==> src/rtl/matrix_count_directory.sv <==
// Per-dimension matrix count table.
// Tracks how many matrices are stored for each (rows, cols) pair, hands out
// storage slots (round-robin overwrite once a dimension is full) and serves a
// free-running one-cycle count lookup for the display.
//
//  state   | meaning
//  --------+---------------------------------------------------------------
//  IDLE    | waiting for clear_req (priority) or alloc_req
//  LOOKUP  | latched dimension checked; legal -> entry read, illegal -> err
//  COMMIT  | slot handed out, count or round-robin pointer updated, ack
//  CLEAR   | one entry zeroed per cycle; total cleared after the last one
module matrix_count_directory #(
    parameter int MAX_SIZE     = 5,
    parameter int CNT_WIDTH    = 5,
    parameter int MAX_PER_SIZE = 2
) (
    input  logic                 clk,
    input  logic                 rst_n,
    input  logic                 alloc_req,
    input  logic [2:0]           alloc_row,
    input  logic [2:0]           alloc_col,
    output logic                 alloc_ack,
    output logic                 alloc_err,
    output logic [CNT_WIDTH-1:0] alloc_slot,
    input  logic                 clear_req,
    output logic                 busy,
    input  logic [2:0]           qry_row,
    input  logic [2:0]           qry_col,
    output logic [CNT_WIDTH-1:0] qry_cnt,
    output logic [7:0]           total_cnt
);

    localparam int N_ENTRIES = MAX_SIZE * MAX_SIZE;
    localparam int IDX_W     = (N_ENTRIES > 1) ? $clog2(N_ENTRIES) : 1;

    localparam logic [2:0]           MAX_DIM  = 3'(MAX_SIZE);
    localparam logic [CNT_WIDTH-1:0] MAX_PS   = CNT_WIDTH'(MAX_PER_SIZE);
    localparam logic [IDX_W-1:0]     LAST_IDX = IDX_W'(N_ENTRIES - 1);

    typedef enum logic [1:0] {
        S_IDLE,
        S_LOOKUP,
        S_COMMIT,
        S_CLEAR
    } state_t;

    state_t               state;
    logic [CNT_WIDTH-1:0] cnt_tab [N_ENTRIES];
    logic [CNT_WIDTH-1:0] ptr_tab [N_ENTRIES];
    logic [2:0]           lat_row;
    logic [2:0]           lat_col;
    logic [IDX_W-1:0]     lat_idx;
    logic [IDX_W-1:0]     sweep_idx;
    logic [CNT_WIDTH-1:0] cur_cnt;
    logic [CNT_WIDTH-1:0] cur_ptr;

    logic [IDX_W-1:0]     lat_idx_c;
    logic [IDX_W-1:0]     qry_idx_c;
    logic                 lat_legal;
    logic                 qry_legal;
    logic [CNT_WIDTH-1:0] ptr_nxt;

    function automatic logic dim_legal(input logic [2:0] r, input logic [2:0] c);
        return (r != 3'd0) && (r <= MAX_DIM) && (c != 3'd0) && (c <= MAX_DIM);
    endfunction

    // Only meaningful for legal dimensions; callers guard with dim_legal.
    function automatic logic [IDX_W-1:0] dim_idx(input logic [2:0] r, input logic [2:0] c);
        int t;
        t = (int'(r) - 1) * MAX_SIZE + (int'(c) - 1);
        return IDX_W'(t);
    endfunction

    assign lat_legal = dim_legal(lat_row, lat_col);
    assign lat_idx_c = dim_idx(lat_row, lat_col);
    assign qry_legal = dim_legal(qry_row, qry_col);
    assign qry_idx_c = dim_idx(qry_row, qry_col);
    assign ptr_nxt   = cur_ptr + CNT_WIDTH'(1);

    // Sequencing FSM: owns the table, the round-robin pointers and all handshake outputs.
    always_ff @(posedge clk or negedge rst_n) begin
        if (!rst_n) begin
            state      <= S_IDLE;
            busy       <= 1'b0;
            alloc_ack  <= 1'b0;
            alloc_err  <= 1'b0;
            alloc_slot <= '0;
            total_cnt  <= '0;
            lat_row    <= '0;
            lat_col    <= '0;
            lat_idx    <= '0;
            sweep_idx  <= '0;
            cur_cnt    <= '0;
            cur_ptr    <= '0;
            for (int i = 0; i < N_ENTRIES; i++) begin
                cnt_tab[i] <= '0;
                ptr_tab[i] <= '0;
            end
        end else begin
            alloc_ack <= 1'b0;
            alloc_err <= 1'b0;
            case (state)
                S_IDLE: begin
                    // A clear wins; a simultaneous alloc is dropped without a response.
                    if (clear_req) begin
                        state     <= S_CLEAR;
                        sweep_idx <= '0;
                        busy      <= 1'b1;
                    end else if (alloc_req) begin
                        lat_row <= alloc_row;
                        lat_col <= alloc_col;
                        state   <= S_LOOKUP;
                        busy    <= 1'b1;
                    end
                end
                S_LOOKUP: begin
                    if (!lat_legal) begin
                        alloc_err <= 1'b1;
                        state     <= S_IDLE;
                        busy      <= 1'b0;
                    end else begin
                        lat_idx <= lat_idx_c;
                        cur_cnt <= cnt_tab[lat_idx_c];
                        cur_ptr <= ptr_tab[lat_idx_c];
                        state   <= S_COMMIT;
                    end
                end
                S_COMMIT: begin
                    alloc_ack <= 1'b1;
                    state     <= S_IDLE;
                    busy      <= 1'b0;
                    if (cur_cnt < MAX_PS) begin
                        alloc_slot       <= cur_cnt;
                        cnt_tab[lat_idx] <= cur_cnt + CNT_WIDTH'(1);
                        total_cnt        <= total_cnt + 8'd1;
                    end else begin
                        // Full: overwrite the oldest slot and move the pointer on.
                        alloc_slot       <= cur_ptr;
                        ptr_tab[lat_idx] <= (ptr_nxt == MAX_PS) ? '0 : ptr_nxt;
                    end
                end
                S_CLEAR: begin
                    cnt_tab[sweep_idx] <= '0;
                    ptr_tab[sweep_idx] <= '0;
                    if (sweep_idx == LAST_IDX) begin
                        total_cnt <= '0;
                        state     <= S_IDLE;
                        busy      <= 1'b0;
                    end else begin
                        sweep_idx <= sweep_idx + IDX_W'(1);
                    end
                end
                default: begin
                    state <= S_IDLE;
                    busy  <= 1'b0;
                end
            endcase
        end
    end

    // Free-running registered lookup; forced to zero while the table is being wiped.
    always_ff @(posedge clk or negedge rst_n) begin
        if (!rst_n) begin
            qry_cnt <= '0;
        end else if (state == S_CLEAR) begin
            qry_cnt <= '0;
        end else if (qry_legal) begin
            qry_cnt <= cnt_tab[qry_idx_c];
        end else begin
            qry_cnt <= '0;
        end
    end

endmodule
==> config.mk <==
export PLATFORM = sky130hd
export DESIGN_NAME = matrix_count_directory
export DESIGN_NICKNAME = d
export VERILOG_FILES = /design/src/rtl/matrix_count_directory.sv
export SDC_FILE = /design/constraint.sdc
export NUM_CORES = 1
export LEC_CHECK = 0
export CORE_ASPECT_RATIO = 0.9
export CORE_MARGIN = 2
export CORE_UTILIZATION = 62
export DETAILED_ROUTE_END_ITERATION = 8
export PLACE_DENSITY = 0.8
export SLEW_MARGIN = 20
export SYNTH_ARGS = -nofsm -noshare
export SYNTH_HDL_FRONTEND = slang
export SYNTH_SLANG_ARGS = --single-unit
==> constraint.sdc <==
create_clock -name clk -period 4.75 [get_ports clk]
set_input_delay 0.7125 -clock clk [delete_from_list [all_inputs] [get_ports clk]]
set_output_delay 0.7125 -clock clk [all_outputs]
set_load 0.01 [all_outputs]
After elaboration in Yosys (flattened, before gate mapping)

Index checks and enable logic that the tools add are counted.

Order comparisons: 11
Bitwise operators: 8
Mux-type cells: 42
Shift-type cells: 0
Eq/ne operators: 12
Reductions and logical operators: 23
Multipliers: 2
Add/subtract/negate cells: 10
Div/mod/pow operators: 0

Operator list:

| operator            | number |
|---|---|
| $pmux 125 s2        | 2 |
| $and 125x125->125   | 2 |
| $bwmux 125          | 2 |
| $mux 125            | 2 |
| $not 125->125       | 1 |
| $bmux 5 s5          | 3 |
| $mux 5              | 14 |
| $demux 5 s5         | 2 |
| $ge 6x6->1 const B  | 4 |
| $not 5->6           | 4 |
| $mux 8              | 2 |
| $pmux 8 s2          | 1 |
| $sub 3x1->4 const B | 4 |
| $add 5x1->5 const B | 3 |
| $le 3x3->1 const B  | 4 |
| $lt 6x1->1 const B  | 2 |
| $ne 2x2->1 const B  | 6 |
| $reduce_and 3->1    | 4 |
| $reduce_bool 3->1   | 4 |
| $add 5x4->5         | 2 |
| $mul 4x4->5 const B | 2 |
| $pmux 5 s2          | 1 |
| $add 8x1->8 const B | 1 |
| $logic_and 1x1->1   | 8 |
| 14 further kinds    | 28 |

ROM bits: 0
Register bits after elaboration: 299
Bits in latches: 0
Memories kept: 0
Bits in writable memories: 0
Input bits: 16
Output and inout bits: 21
Word-level logic and storage cells: 171

Logic depth before layout (Yosys ltp)

Word-level depth: 9
Depth in mapped cells: 14

Worst setup path before layout

OpenSTA, ideal clock, no wires.

Path kind: input-to-reg
Start point: input qry_row[0]
End point: register qry_cnt[4]
Data required time: 4,627 ps
Arrival time: 3,858 ps
Stages: 13
Setup time: 123 ps
Path buffers: 2
Path slack: 769 ps
Path through: inv_1 > ha_1 > xor2_1 > ha_1 > ha_1 > inv_1 > fa_1 > clkbuf_1 > clkbuf_1 > mux4_2 > mux4_2 > mux2i_1 > nor2_1

Longest elaborated chain between the ends: 9
Elaborated cells on any way between the ends: 14
Classes of those cells: 2 x add/sub; 1 x mul; 1 x order compare; 5 x mux; 1 x bitwise; 4 x reduce/logical

RTL lines:

| what                                      | RTL line | source |
|---|---|---|
| start: declaration                        | 27       | `input logic [2:0] qry_row,` |
| $sub 3x1->4                               | 70       | `t = (int'(r) - 1) * MAX_SIZE + (int'(c) - 1);` |
| $mul 4x4->5                               | 70       |  |
| $add 5x4->5                               | 70       |  |
| $not 5->6 (not written as such)           | 168      | `qry_cnt <= cnt_tab[qry_idx_c];` |
| $bmux 5 s5                                | 168      |  |
| $mux 5 (not written as such) (2 in a row) | 168      |  |
| $mux 5 *                                  | 167      | `end else if (qry_legal) begin` |
| $mux 5 *                                  | 165      | `end else if (state == S_CLEAR) begin` |
| end signal: assignment                    | 168      |  |
| end: declaration                          | 29       | `output logic [CNT_WIDTH-1:0] qry_cnt,` |

Every way passes the cells marked *; elsewhere a longest branch is shown, timed or not. The select of a mux whose other input is x is not followed.
A chain may end at the register's enable or synchronous reset.

Final worst setup path

Start point: register lat_row[0]
End point: register cur_ptr[0]

Longest elaborated chain between the ends: 7
Elaborated cells on any way between the ends: 13
Classes of those cells: 2 x add/sub; 1 x mul; 1 x order compare; 3 x mux; 1 x bitwise; 5 x reduce/logical

RTL lines:

| what                                      | RTL line | source |
|---|---|---|
| start: declaration                        | 50       | `logic [2:0] lat_row;` |
| start signal: assignment                  | 110      | `lat_row <= alloc_row;` |
| $sub 3x1->4                               | 70       |  |
| $mul 4x4->5                               | 70       |  |
| $add 5x4->5                               | 70       |  |
| $not 5->6 (not written as such)           | 124      | `cur_ptr <= ptr_tab[lat_idx_c];` |
| $bmux 5 s5                                | 124      |  |
| $mux 5 (not written as such) (2 in a row) | 124      |  |
| end signal: assignment                    | 124      |  |
| end: declaration                          | 55       | `logic [CNT_WIDTH-1:0] cur_ptr;` |

Parallel ways exist; a longest one is shown, timed or not. The select of a mux whose other input is x is not followed.

==> summary.txt <==
Job
  • Max cap viols: 0

Detailed routing
  • Post-DRT Antenna Nets: 0
  • Remaining DRCs: 0
  • Vias: 11697
  • First drt pass iteration count: 7
  • Vias per std cell: 6.91
  • WL final: 43.1 mm
  • DRT iter0 DRCs: 1528
  • DR WL/cell: 25.5 µm

Floorplan
  • Rows: 54
  • Die area: 25800 µm²
  • Core box area: 24200 µm²
  • Die Span Y: 153 µm
  • Initial core utilization: 62.9%
  • I/O pin count: 37
  • Die W: 169 µm

Layout
  • Area taken by flip-flops and latches: 7480 µm²
  • NumNets Final: 1416
  • Fillers: 1740
  • Number of antenna diodes: 0
  • Area growth from synthesis to layout: 11.4%
  • Multi-input gate area: 7340 µm²
  • Layout cells sized above 1: 13.7%

CTS
  • Clk slew on worst S/H paths: 0.06 ns
  • CTS hold repair buffers: 0
  • TritonCTS Sinks: 299
  • H-tree depth: 1
  • CTS buffer count: 30
  • Setup Fix Bufs, Post-CTS: 0
  • CTS tree: built
  • Post-cts repair resize count: 0
  • Clock Path Buffers: 3
  • Clk Latency, worst-skew pair: 0.57 ns
  • Root buffer cell: clkbuf_16

Timing
  • Pin slew with the least headroom to its limit: 1.11 ns
  • Endpoints failing hold: 0
  • Final setup violation count: 0
  • Tmin final: 4.25 ns
  • Slew Viols, Final: 0
  • Setup_tns: 0 ns
  • Max Freq: 235 MHz
  • RSZ-0062 raised after global routing: no
  • Clock Skews: 0.0218 ns
  • Crit share post-route: 89.6%
  • Slew HR: 25.1%

Synth
  • Primary FF master, synth: dfrtp_1
  • Post-synth top area share: 49.2%
  • Mapped Cells: 1328
  • Register area share after synthesis: 49.2%
  • Area leader, netlist: dfrtp_1
  • Post-synth ARST share: 100%
  • Post-Syn Nets: 1383
  • Number of synthesized flops with an enable pin: 0
  • Netlist cell types: 56
  • Synth top area cells: dfrtp_1, mux4_2, nand3_1
  • Most common cell in the netlist: dfrtp_1
  • Seq cells post-synth: 299
  • Post-Syn Area: 15200 µm²
  • Synth cell count leaders: dfrtp_1, nand3_1, o21ai_0
  • Synth warn: 0
  • Mapped Avg Cell Area: 11.4 µm²

Setup path
  • Reg-to-Reg Start: lat_row[0]$_DFFE_PN0P_
  • Crit path capture type: flop
  • Startpoint Class: flop
  • R2r worst-path depth: 12
  • Largest stage delay, worst path: 1.06 ns
  • WP data required: 5.23 ns
  • Most used cell, CP: ha_1
  • Worst R2R Setup Slack: 0.50 ns
  • Crit Path Max Fanout: 23
  • Arrival time at the worst endpoint: 4.73 ns
  • CP Cell Sequence: inv_1 -> ha_1 -> xor2_1 -> ha_1 -> ha_1 -> inv_1 -> fa_2 -> nor2b_1 -> nor3b_2 -> a32o_1 -> nand2_1 -> a31oi_1
  • Worst setup path category: reg2reg
  • R2r endpoint: cur_ptr[0]$_DFFE_PN0P_
  • Slowest stage cell, crit path: fa_2

Global route
  • Global route overflow: 0
  • Largest net degree at the start of global routing: 101
  • All-Layer GR Usage: 34.2%
  • Global-route wire length before repair: 67.8 mm
  • Vias in the first global route: 11536
  • Initial antenna violation count: 0

Placed design
  • HPWL after detailed placement: 30.0 mm
  • Gpl congestion: 1.04
  • IO buf count: 36

Status
  • Outcome: finished, final reports clean

Hold path
  • Worst Hold Class: in2async
[worst max-delay path, delay by kind of cell, from the launching register on]
kind | cells | cell delay, ns
adders and majority gates | 4 | 1.87
xor gates and xnor gates | 1 | 0.20
AOI/OAI and AO/OA | 2 | 0.46
DFF | 1 | 0.42
and+or+nand+nor | 3 | 0.95
buffers and inverters | 2 | 0.26
[how the worst max path moves through the flow]
stage	cells after the start	slack, ns	start	end
after CTS	12	0.51	lat_row[0]$_DFFE_PN0P_	cur_ptr[0]$_DFFE_PN0P_
after global placement	13	0.40	qry_row[0]	qry_cnt[1]$_DFF_PN0_
after floorplan	13	0.77	qry_row[0]	qry_cnt[4]$_DFF_PN0_
final	12	0.50	lat_row[0]$_DFFE_PN0P_	cur_ptr[0]$_DFFE_PN0P_
after detailed placement	13	0.33	qry_row[0]	qry_cnt[2]$_DFF_PN0_
after global routing	12	0.30	lat_row[0]$_DFFE_PN0P_	cur_ptr[0]$_DFFE_PN0P_
[registers in the layout, indices dropped and copies added (netlist names)]
name / count
sweep_idx: 5
cnt_tab: 125
alloc_err: 1
cur_cnt: 5
lat_idx: 5
alloc_ack: 1
busy: 1
alloc_slot: 5
state: 2
total_cnt: 8
cur_ptr: 5
ptr_tab: 125
lat_col: 3
lat_row: 3
qry_cnt: 5
[cells in the final DEF, fill, tap and decap left out, types with 6 or more instances in the layout]
cell / count
a22oi_1: 10
nor3_2: 7
mux4_2: 85
inv_1: 34
nand3_1: 179
and2_1: 13
o21ai_0: 174
buf_4: 29
a32o_1: 10
nor2b_1: 13
ha_1: 33
a211oi_1: 7
nand2_1: 75
a211o_1: 8
mux2i_1: 51
nor3_1: 10
a22o_1: 41
nor2_1: 49
xnor2_1: 14
or3_1: 6
a31oi_1: 8
clkinv_2: 10
dfrtp_1: 299
a21oi_1: 10
and3_1: 44
clkbuf_16: 31
clkdlybuf4s50_1: 35
xor2_1: 12
nand2b_1: 15
o2bb2ai_1: 8
[stage by stage]
stage                     hold WS [ns]  setup WS [ns]  instance area [µm²]  util (%)  std cells
after global routing             0.230          0.298                16900      70.0       1693
after detailed placement         0.484          0.328                15900      65.9       1637
after floorplan                  0.417          0.769                15200         -       1328
after CTS                        0.204          0.515                16900      70.0       1693
after global placement           0.476          0.398                15900      65.9       1637
final                            0.157          0.496                16900      70.0       1693
[cells by family after synthesis]
logic type	Yosys count	synth area share, %
AOI/OAI and AO/OA	292	12.0
xor gates and xnor gates	29	1.86
adders and majority gates	39	3.41
buffers and inverters	99	2.84
DFF	299	49.2
muxes	140	16.2
and+or+nand+nor	430	14.5
[area by class of cell]
cell class                      count  share of cell area (%)
Multi-Input combinational cell    930                    43.3
Clock buffer                       39                    5.00
Inverter                           34                   0.754
Sequential cell                   299                    44.2
Tap cell                          308                    2.28
Timing Repair Buffer               66                    3.56
Clock inverter                     17                   0.894
[routing by layer]
layer  part of all wire (%)  wire, µm  vias to the layer above  global-route usage, %
li1                       -         -                     5038                      -
met1                     41     17600                     5861                   50.3
met2                     45     19300                      676                   51.3
met3                     10      4490                      122                   7.45
met4                    3.9      1690                        0                   11.2
met5                      0         0                        -                      0
Power is not shown: default switching activity piles up to over one toggle a cycle in this logic, so the estimate is an artifact.
==> RTL edit: new RTL, config.mk and constraints unchanged <==
Reset style: synchronous (`rst_n`), changed in 2 clocked blocks.
--- a/src/rtl/matrix_count_directory.sv
+++ b/src/rtl/matrix_count_directory.sv
@@ -78,7 +78,7 @@
     assign ptr_nxt   = cur_ptr + CNT_WIDTH'(1);
 
     // Sequencing FSM: owns the table, the round-robin pointers and all handshake outputs.
-    always_ff @(posedge clk or negedge rst_n) begin
+    always_ff @(posedge clk) begin
         if (!rst_n) begin
             state      <= S_IDLE;
             busy       <= 1'b0;
@@ -159,7 +159,7 @@
     end
 
     // Free-running registered lookup; forced to zero while the table is being wiped.
-    always_ff @(posedge clk or negedge rst_n) begin
+    always_ff @(posedge clk) begin
         if (!rst_n) begin
             qry_cnt <= '0;
         end else if (state == S_CLEAR) begin
Formal check against the unedited RTL: differs if rst_n is asserted again (counterexample within 4 cycles, from zero or initial values and one cycle with rst_n low); with rst_n held inactive, the same outputs for 4 cycles.
==> RTL edit against the unedited design <==
Worst setup slack gained 0.40 ns. First-iteration DRC count down 9.4%. Sequential cell count rose by 70. Final area is 22% higher. Routed wire length is 0.97% higher. Synthesized area increased by 21%.
==> RTL edit: results (changes against the unedited design) <==
Hold path
  – Worst Hold Class: flop to flop

Setup path
  – Worst stage delay on the critical path: 0.75 ns (-0.31 ns)
  – Arrival time worst endpoint: 4.25 ns (-0.48 ns)
  – Slowest-stage cell, CP: xnor3_1
  – Worst Path Max Fanout: 11 (-52%)

Global route
  – First-pass GRT wire length: 67.8 mm (about the same)
  – Vias in the first global route: 11700 (+1.4%)
  – Largest net degree at the start of global routing: 65 (-36%)
  – Global-route usage over all layers: 0.293 (-0.0490)

Status
  – Status: finished clean

STA
  – Clock skew: 0.0196 ns (-0.00228 ns)
  – Relative slew slack: 0.246 (-0.00470)

Detailed routing
  – Router iterations before antenna repair: 6 (-1)
  – Via Count: 11500 (-1.8%)
  – Drt initial violations: 1384 (-9.4%)
  – Drt total wl: 43.5 mm (+0.97%)

Finish
  – Largest regs: cnt_tab (160), ptr_tab (160), total_cnt (8)
  – Layout Cells excl Fill: 1796 (+6.1%)
  – Diodes inserted: 0 (unchanged)
  – Total Nets Final: 1424 (+0.56%)
  – Fraction of layout cells with a size suffix above 1: 0.189 (+0.0521)

Place
  – Final GP Congestion: 0.860 (-17%)
  – Port-buffer cells: 36 (unchanged)
  – Area post-placement: 19400 sq um (+22%)
  – Placed Cells: 1728 (+5.6%)
  – Placed wire-length estimate: 28.8 mm (-4.2%)
  – Dpl ws: 0.372 ns (+0.0443 ns)

Logic synthesis
  – Unique masters post-synth: 59 (+5.4%)
  – Post-synth EDFFs: 320 (+320)
  – Sequential area share after synthesis: 0.577 (+0.0853)
  – Compound-cell area share of the yosys netlist: 0.0276 (-0.0923)
  – Synth top area cells: edfxtp_1 (52%), mux4_2 (15%), dfxtp_1 (5.3%)
  – Adder-Cell Fraction of Synth Area: 0.0269 (-0.00719)
  – Synth Area in XOR/XNOR: 0.0148 (-0.00379)
  – Post-synthesis mux area share: 0.214 (+0.0520)
  – Post-synthesis async set-or-reset flop share: 0 (-1.00)
  – Post-Syn Area per Cell: 14.2 sq um (+24%)
  – Synth top cells by count: edfxtp_1 (320), nor2_1 (188), mux4_2 (125), mux2i_1 (96), nand2_1 (88)

Clock network
  – Clock Latency Late Sink: 0.53 ns (-0.04 ns)
  – Total CTS buffers: 37 (+23%)
  – Clock transition at path regs: 0.06 ns (about the same)
  – H-tree depth: 2 (+1)
## RTL edit: changes by cell type in the layout (fill, tap and decap cells not counted), sizes merged, moves of 40 or more
cell,delta
edfxtp,+320
dfrtp,-299
nand3,-154
o21ai,-148
nor2,+139
nor3,+62
conb,+50
dfxtp,+49
mux2i,+49
and3,-42
mux4,+40
## RTL edit: cell families after synthesis
logic type	after synthesis
and+or+nand+nor	419
DFF	369
muxes	230
buffers and inverters	132
AOI/OAI and AO/OA	79
adders and majority gates	37
xor gates and xnor gates	27
other	1
## RTL edit: power breakdown
group / internal (mW) / switching, mW
clock network: 1.87 / 1.23
logic: 1.11 / 1.38
registers: 3.62 / 0.0611
## RTL edit: final cells by class
cell class	instances	area [sq um]
timing repair buffer	77	726
clock buffer	52	1040
clock inverter	16	234
sequential	369	10600
fill	1840	8340
inverter	44	165
tap	396	495
multi-input combinational	842	7420
## RTL edit: final timing paths
path	startpoint	slack, ns	end
setup / recovery	lat_row[0]	0.89	cur_cnt[4]
hold reg to reg	alloc_slot[3]	0.46	alloc_slot[3]
setup reg to reg	lat_row[0]	0.89	cur_cnt[4]
hold / removal	alloc_slot[3]	0.46	alloc_slot[3]
## RTL edit: tightest hold or removal path, cell delays in order (launching register included)
cell,delay (ns)
dfxtp_1,0.31
nand2_1,0.05
a21oi_1,0.05
## RTL edit: metal layers
metal	GRT usage	share of wire	up-vias
li1	-	-	4992
met1	0.416	0.39	5739
met2	0.471	0.49	643
met3	0.0378	0.087	115
met4	0.108	0.036	0
met5	0	0	-
